`src/rtl/seq_mult6.sv`:
```
// Sequential shift-and-add unsigned multiplier with valid/ready handshakes on
// both the operand and product sides; one six_bit_adder forms each partial sum.

module six_bit_adder (
  input  logic [5:0] a,
  input  logic [5:0] b,
  input  logic       cin,
  output logic [5:0] sum,
  output logic       cout
);
  assign {cout, sum} = {1'b0, a} + {1'b0, b} + {6'd0, cin};
endmodule

module seq_mult6 #(
  parameter int WIDTH = 6
) (
  input  logic               clk,
  input  logic               rst_n,
  input  logic               start_valid,
  output logic               start_ready,
  input  logic [WIDTH-1:0]   a,
  input  logic [WIDTH-1:0]   b,
  output logic               result_valid,
  input  logic               result_ready,
  output logic [2*WIDTH-1:0] product,
  output logic               busy
);
  localparam int CNT_W = 3;

  typedef enum logic [1:0] {
    IDLE = 2'd0,
    CALC = 2'd1,
    DONE = 2'd2
  } state_t;

  state_t           state, state_nxt;
  logic [WIDTH-1:0] acc, mcand, mplier;
  logic [CNT_W-1:0] count;
  logic [WIDTH-1:0] add_sum;
  logic             add_cout;
  logic [WIDTH-1:0] acc_nxt, mplier_nxt;
  logic             last_iter;

  six_bit_adder u_adder (
    .a    (acc),
    .b    (mcand),
    .cin  (1'b0),
    .sum  (add_sum),
    .cout (add_cout)
  );

  // Carry-out lands in the MSB of the shifted accumulator so it is never lost.
  always_comb begin
    acc_nxt    = {1'b0, acc[WIDTH-1:1]};
    mplier_nxt = {acc[0], mplier[WIDTH-1:1]};
    if (mplier[0]) begin
      acc_nxt    = {add_cout, add_sum[WIDTH-1:1]};
      mplier_nxt = {add_sum[0], mplier[WIDTH-1:1]};
    end
  end

  assign last_iter = (count == CNT_W'(WIDTH - 1));

  always_ff @(posedge clk or negedge rst_n) begin
    if (!rst_n) begin
      state <= IDLE;
    end else begin
      state <= state_nxt;
    end
  end

  always_comb begin
    state_nxt = state;
    case (state)
      IDLE:    if (start_valid) state_nxt = CALC;
      CALC:    if (last_iter) state_nxt = DONE;
      DONE:    if (result_ready) state_nxt = IDLE;
      default: state_nxt = IDLE;
    endcase
  end

  always_comb begin
    start_ready  = (state == IDLE);
    result_valid = (state == DONE);
    busy         = (state == CALC) || (state == DONE);
  end

  always_ff @(posedge clk or negedge rst_n) begin
    if (!rst_n) begin
      acc     <= '0;
      mcand   <= '0;
      mplier  <= '0;
      count   <= '0;
      product <= '0;
    end else begin
      case (state)
        IDLE: begin
          if (start_valid) begin
            mcand  <= a;
            mplier <= b;
            acc    <= '0;
            count  <= '0;
          end
        end
        CALC: begin
          acc    <= acc_nxt;
          mplier <= mplier_nxt;
          count  <= count + CNT_W'(1);
          if (last_iter) product <= {acc_nxt, mplier_nxt};
        end
        default: ;
      endcase
    end
  end
endmodule

```
`config.mk`:
```
export PLATFORM = sky130hd
export DESIGN_NAME = seq_mult6
export DESIGN_NICKNAME = d
export VERILOG_FILES = /design/src/rtl/seq_mult6.sv
export SDC_FILE = /design/constraint.sdc
export NUM_CORES = 1
export LEC_CHECK = 0
export BUFFER_PORTS_ARGS = -buffer_cell sky130_fd_sc_hd__buf_2
export CAP_MARGIN = 20
export CORE_AREA = 2 2 46 80
export DETAILED_ROUTE_END_ITERATION = 10
export DIE_AREA = 0 0 48 82
export GPL_ROUTABILITY_DRIVEN = 0
export PLACE_DENSITY_LB_ADDON = 0.3
export SETUP_SLACK_MARGIN = 0.05
export SLEW_MARGIN = 30
export SYNTH_ARGS = -nofsm -noshare
export SYNTH_HDL_FRONTEND = slang
export SYNTH_SLANG_ARGS = --single-unit
```
`constraint.sdc`:
```
create_clock -name clk -period 2.54 [get_ports clk]
set_input_delay 0.508 -clock clk [delete_from_list [all_inputs] [get_ports clk]]
set_output_delay 0.508 -clock clk [all_outputs]
set_load 0.01 [all_outputs]
```
==> flow_summary.toml, run 1 <==
[run_status]
status = "completed"

[timing]
finalCritPeriodShare_pct = 69.9
tightest_slew_ns = 0.756
hold_viol = 0
rsz0062_at_grt = "no"
slew_headroom_pct = 49.6
setup_violations = 0
setup_slack_ns = 0.765
clock_skew_ns = 0.00651
fin_tns_setup_ns = 0
max_freq_mhz = 563
min_period_ns = 1.77
slew_viol_final = 0

[route]
vias = 1277
drt-pass1-iter-count = 4
routed_via_density = 5.28
wl_per_cell_um = 14.2
drc = 0
ant_nets = 0
routed_wl_mm = 3.44
drtIter0Drc = 15

[worst_setup_path]
worstPathArrival_ns = 1.95
cp_slowest_cell = "fa_1"
crit_fanout = 3
worst_setup_path_end_kind = "register"
path_buf_inv = 1
rr_startpoint = "acc[0]"
rrSetupSlack_ns = 0.77
required_ns = 2.72
rr_endpoint = "acc[3]"
critPathLaunchType = "register"
cpLargestDelayFamily = "adder cells"
critical_path_class = "reg -> reg"
worstPathCellList = "ha_1, inv_1, fa_1, nor2b_4, o31a_1, a21oi_1, mux2i_1, o21ai_1"
rr_worst_depth = 8
max_stage_delay_ns = 0.43

[yosys]
async_flop_share_pct = 100
synth.area.top_cells = "dfrtp_1 50%, ha_1 7.9%, mux2_2 7.1%, nand2_1 6.0%, o21ai_0 5.8%"
synth_edf_count = 0
ys_seq_elements = 35
ys_types = 28
yosysTopAreaCell = "dfrtp_1"
synth.most_common_cell = "dfrtp_1"
yosys.area.top_type_share_pct = 50.3
netlist_top_cells_count = "35 x dfrtp_1, 28 x nand2_1, 20 x o21ai_0"
avgSynthCellArea_um2 = 10.7
synth.net_count = 191
syn-cell-area_um2 = 1740
ys_seq_area_share_pct = 50.3
synthFlopType = "dfrtp_1"
syn_inst = 163
ys_warn_count = 0

[global_routing]
use_met1_pct = 23.5
grt_overflow = 0
antenna_found_initial = 0
globalRouteMet2Util_pct = 36.3
grt_util_met3_pct = 5.49
grt_max_degree = 36
grt_pass1_wl_mm = 5.80
busiest_layer = "met2"
track_usage_pct = 21.5
grt_pass1_vias = 1313

[hold_path]
hp-class = "in -> async"

[layout]
drive_above_1_share_pct = 26.9
diodes = 0
multi_input_area_um2 = 805
syn_to_final_growth_pct = 16.8
fillers = 288
finalInstanceArea_um2 = 2030
seq_area_um2 = 876
fin_nets = 224

[power_and_ir_drop]
p_leak_nw = 1.01
p_int_mw = 1.54
netSwitchingFraction_pct = 39.1
power-per-cell-area_nw_per_um2 = 1240
seq_power_share_pct = 38.0
pwr-share-comb_pct = 44.4
vdd_drop_max_mv = 0.879
clkPwrFrac_pct = 17.6
p_sw_mw = 0.989

[cts]
cts_root_buffer = "clkbuf_8"
clk_path_buf_depth = 2
htreeDepth = 2
numCtsBuffers = 5
hold_buffers = 0
tritoncts = "yes"
cts_setup_buffers = 0
cts.sinks = 35
clkTransAtPathRegs_ns = 0.07
clk_latency_ns = 0.29
post_cts_resized = 0

[placed_design]
place_area_um2 = 1930
place_ws_ns = 0.780
numPortBuffers = 30
dp.final_hpwl_mm = 2.54

[die]
start_util_pct = 52.3
ios = 31
coreArea_um2 = 3330
die_x_um = 48
dieArea_um2 = 3940
rows = 28
dieHeight_um = 82

[flow_run]
max-cap-violations = 0
## kinds of logic after synthesis
kind of cell               after synthesis  share of synthesized area, %
AOI/OAI and AO/OA                       38                          12.6
xor gates and xnor gates                 3                          1.51
adders and majority gates               12                          9.06
buffers and inverters                   14                          3.45
DFF                                     35                          50.3
muxes                                   20                          12.3
and+or+nand+nor                         41                          10.8
## how the worst max path moves through the flow
stage	endpoint	slack [ns]	from	depth (start not counted)
after CTS	acc[3]	0.77	acc[0]	8
after global routing	acc[3]	0.61	acc[0]	8
after global placement	product[9]	0.85	acc[0]	8
final	acc[3]	0.77	acc[0]	8
after floorplan	product[11]	0.92	acc[0]	8
after detailed placement	acc[3]	0.78	acc[0]	8
## metal layers
metal | share of wire, % | vias up
li1 | - | 631
met4 | 2.4 | 0
met5 | 0 | -
met1 | 39 | 613
met3 | 3.3 | 8
met2 | 56 | 25
## cell usage in the layout, fill, tap and decap left out, types with 2 or more instances in the layout
| cell type | n |
|---|---|
| inv_1 | 8 |
| a21oi_1 | 4 |
| nand3_1 | 4 |
| mux2_2 | 11 |
| nand2b_1 | 2 |
| mux2i_1 | 9 |
| nor2_1 | 2 |
| o221ai_1 | 2 |
| nand2_1 | 28 |
| o21ai_1 | 5 |
| clkbuf_8 | 7 |
| o21a_1 | 2 |
| buf_4 | 2 |
| o21ai_0 | 20 |
| buf_2 | 30 |
| dfrtp_1 | 35 |
| xnor2_1 | 3 |
| ha_1 | 11 |
## flip-flops by register name (all words and copies together), names as in the netlist
signal   cells
acc          6
mplier       6
count        3
state        2
mcand        6
product     12
## power groups by stage
stage / clock network (mW) / registers (mW) / logic [mW]
final: 0.444 / 0.961 / 1.12
after global routing: 0.485 / 0.995 / 1.27
after CTS: 0.461 / 0.963 / 1.14
after detailed placement: 0 / 0.971 / 1.13
after global placement: 0 / 0.956 / 1.08
after floorplan: 0 / 0.938 / 0.835
## final cells by class
| type | count | area share, % |
|---|---|---|
| Sequential cell | 35 | 43.1 |
| Multi-Input combinational cell | 114 | 39.6 |
| Timing Repair Buffer | 32 | 8.13 |
| Clock buffer | 8 | 4.93 |
| Tap cell | 45 | 2.77 |
| Inverter | 8 | 1.48 |
## per-stage QoR
step           hold slack [ns]  instances  power (mW)  util (%)
6_report                 0.283        242        2.53      61.1
5_1_grt                  0.352        242        2.75      61.1
4_1_cts                  0.307        242        2.56      61.1
3_5_place_dp             0.466        234        2.10      58.0
3_3_place_gp             0.459        234        2.04      58.0
2_1_floorplan            0.212        163        1.77         -
Power figures use the tool's default switching activity.
==> run 2: changes to the inputs <==
==> constraint.sdc (replaced) <==
create_clock -name clk -period 1.65 [get_ports clk]
set_input_delay 0.33 -clock clk [delete_from_list [all_inputs] [get_ports clk]]
set_output_delay 0.33 -clock clk [all_outputs]
set_load 0.01 [all_outputs]
==> flow_summary.toml, run 2 (synthesis results as in run 1) <==
[run_status]
status = "finished, violations left"
violations = "setup timing"

[die]
die_x_um = 48
coreArea_um2 = 3330
ios = 31
start_util_pct = 52.3
dieHeight_um = 82
rows = 28
dieArea_um2 = 3940

[worst_setup_path]
max_stage_delay_ns = 0.40
cp.depth = 8
crit_path_start = "mcand[0]"
critical_path_class = "reg -> reg"
worst_setup_path_end_kind = "register"
worstPathCellList = "ha_2, inv_2, fa_2, nor2b_4, o31a_1, o21a_1, nor2_2, a22oi_1"
cp_slowest_cell = "dfrtp_1"
path_buf_inv = 1
worstPathArrival_ns = 1.85
rr_endpoint = "product[11]"
rrSetupSlack_ns = -0.04
critPathCapture = "product[11]"
critPathLaunchType = "register"
required_ns = 1.81
rr_startpoint = "mcand[0]"
rr_worst_depth = 8
cpLargestDelayFamily = "compound AO/OA/AOI/OAI gates"
crit_fanout = 2

[route]
routed_wl_mm = 3.64
drt-pass1-iter-count = 4
drtIter0Drc = 19
drc = 0
ant_nets = 0
wl_per_cell_um = 14.6
routed_via_density = 5.37
vias = 1336

[placed_design]
dp.final_hpwl_mm = 2.79
placed_cells = 237
numPortBuffers = 30
place_ws_ns = -0.0570

[hold_path]
hp-class = "in -> reg"
worstHoldStart = "a[0]"

[timing]
max_freq_mhz = 592
setup_slack_ns = -0.0389
hold_viol = 0
rsz0062_at_grt = "yes"
tightest_slew_ns = 0.409
slew_headroom_pct = 72.7
slew_viol_final = 0
finalCritPeriodShare_pct = 102
clock_skew_ns = 0.00786
setup_violations = 5
min_period_ns = 1.69

[cts]
clk_latency_ns = 0.28
cts_root_buffer = "clkbuf_8"
numCtsBuffers = 5
cts.sinks = 35
htreeDepth = 2
tritoncts = "yes"
clkTransAtPathRegs_ns = 0.07
clk_path_buf_depth = 2

[layout]
diodes = 0
fin_nets = 232
final_common_cell = "dfrtp_1"
largest_register_ffs = 12
final_cells = 249
seq_area_um2 = 876
syn_to_final_growth_pct = 24.2
layout_common_cells = "35 x dfrtp_1, 30 x buf_2, 28 x nand2_1, 17 x o21ai_0, 11 x mux2_2"
multi_input_area_um2 = 848
largest-register = "product"
fillers = 269
drive_above_1_share_pct = 34.3
final_util_pct = 64.9

[power_and_ir_drop]
power-per-cell-area_nw_per_um2 = 1940
p_leak_nw = 1.06
vdd_drop_max_mv = 1.21

[global_routing]
antenna_found_initial = 0
grt_max_degree = 21
track_usage_pct = 22.4
grt_pass1_vias = 1352
grt_pass1_wl_mm = 6.09
grt_overflow = 0

[flow_run]
max-cap-violations = 0
[run 2: cell count changes in the layout (fill, tap and decap cells not counted), moves of 2 or more]
cell and delta:
ha_1 -3, a21oi_2 +2, ha_2 +3, buf_4 +5, o21ai_0 -3, a21oi_1 -2
clkbuf_8 -2, o21ai_1 +3
[run 2: area by class of cell]
| class | count | share of cell area [%] |
|---|---|---|
| sequential | 35 | 40.5 |
| timing repair buffer | 40 | 11.3 |
| tap | 45 | 2.61 |
| clock buffer | 5 | 3.18 |
| multi-input combinational | 114 | 39.3 |
| clock inverter | 2 | 1.74 |
| inverter | 8 | 1.39 |
[run 2: how the worst min path moves through the flow]
stage | endpoint | slack (ns) | cells after the start
detailed placement | product[6] | 0.28 | 1
floorplan | acc[0] | 0.03 | 0
finish | mcand[0] | 0.28 | 2
global placement | product[6] | 0.27 | 1
global route | mcand[5] | 0.28 | 2
CTS | mcand[5] | 0.27 | 2
[run 2: what timing repair did]
item,CTS,global route
hold buffers,1,0
resized for setup,5,7
buffers inserted,2,2
endpoints found under the setup margin,13,26
pin swaps,7,9
gates cloned,0,0
endpoints found under the hold margin,16,0
[run 2: where the power goes]
group,leakage [nW],internal [mW],switching [mW]
clock network,0.0502,0.441,0.304
registers,0.453,1.21,0.276
logic,0.560,0.919,1.05
[run 2: layer usage]
metal  wire [um]  vias up  track usage, %
met1        1310      654            25.3
li1            -      644               -
met3         112       10            4.62
met4         116        0            11.9
met2        2100       28            37.3
met5           0        -               0
[run 2: metrics by stage]
stage               area (um2)  hold slack, ns  total power, mW  TNS (ns)
detailed placement        1970           0.281             3.32    -0.208
floorplan                 1750          0.0344             2.74         0
global placement          1970           0.266             3.18         0
finish                    2160           0.279             4.20    -0.109
CTS                       2130           0.267             4.17    -0.161
global route              2160           0.277             4.54    -0.796
[run 2: worst reg2reg max path, cell delays in order, from the launching register on]
cell     delay, ns
dfrtp_1       0.40
ha_2          0.19
inv_2         0.05
fa_2          0.22
nor2b_4       0.05
o31a_1        0.26
o21a_1        0.18
nor2_2        0.13
a22oi_1       0.09
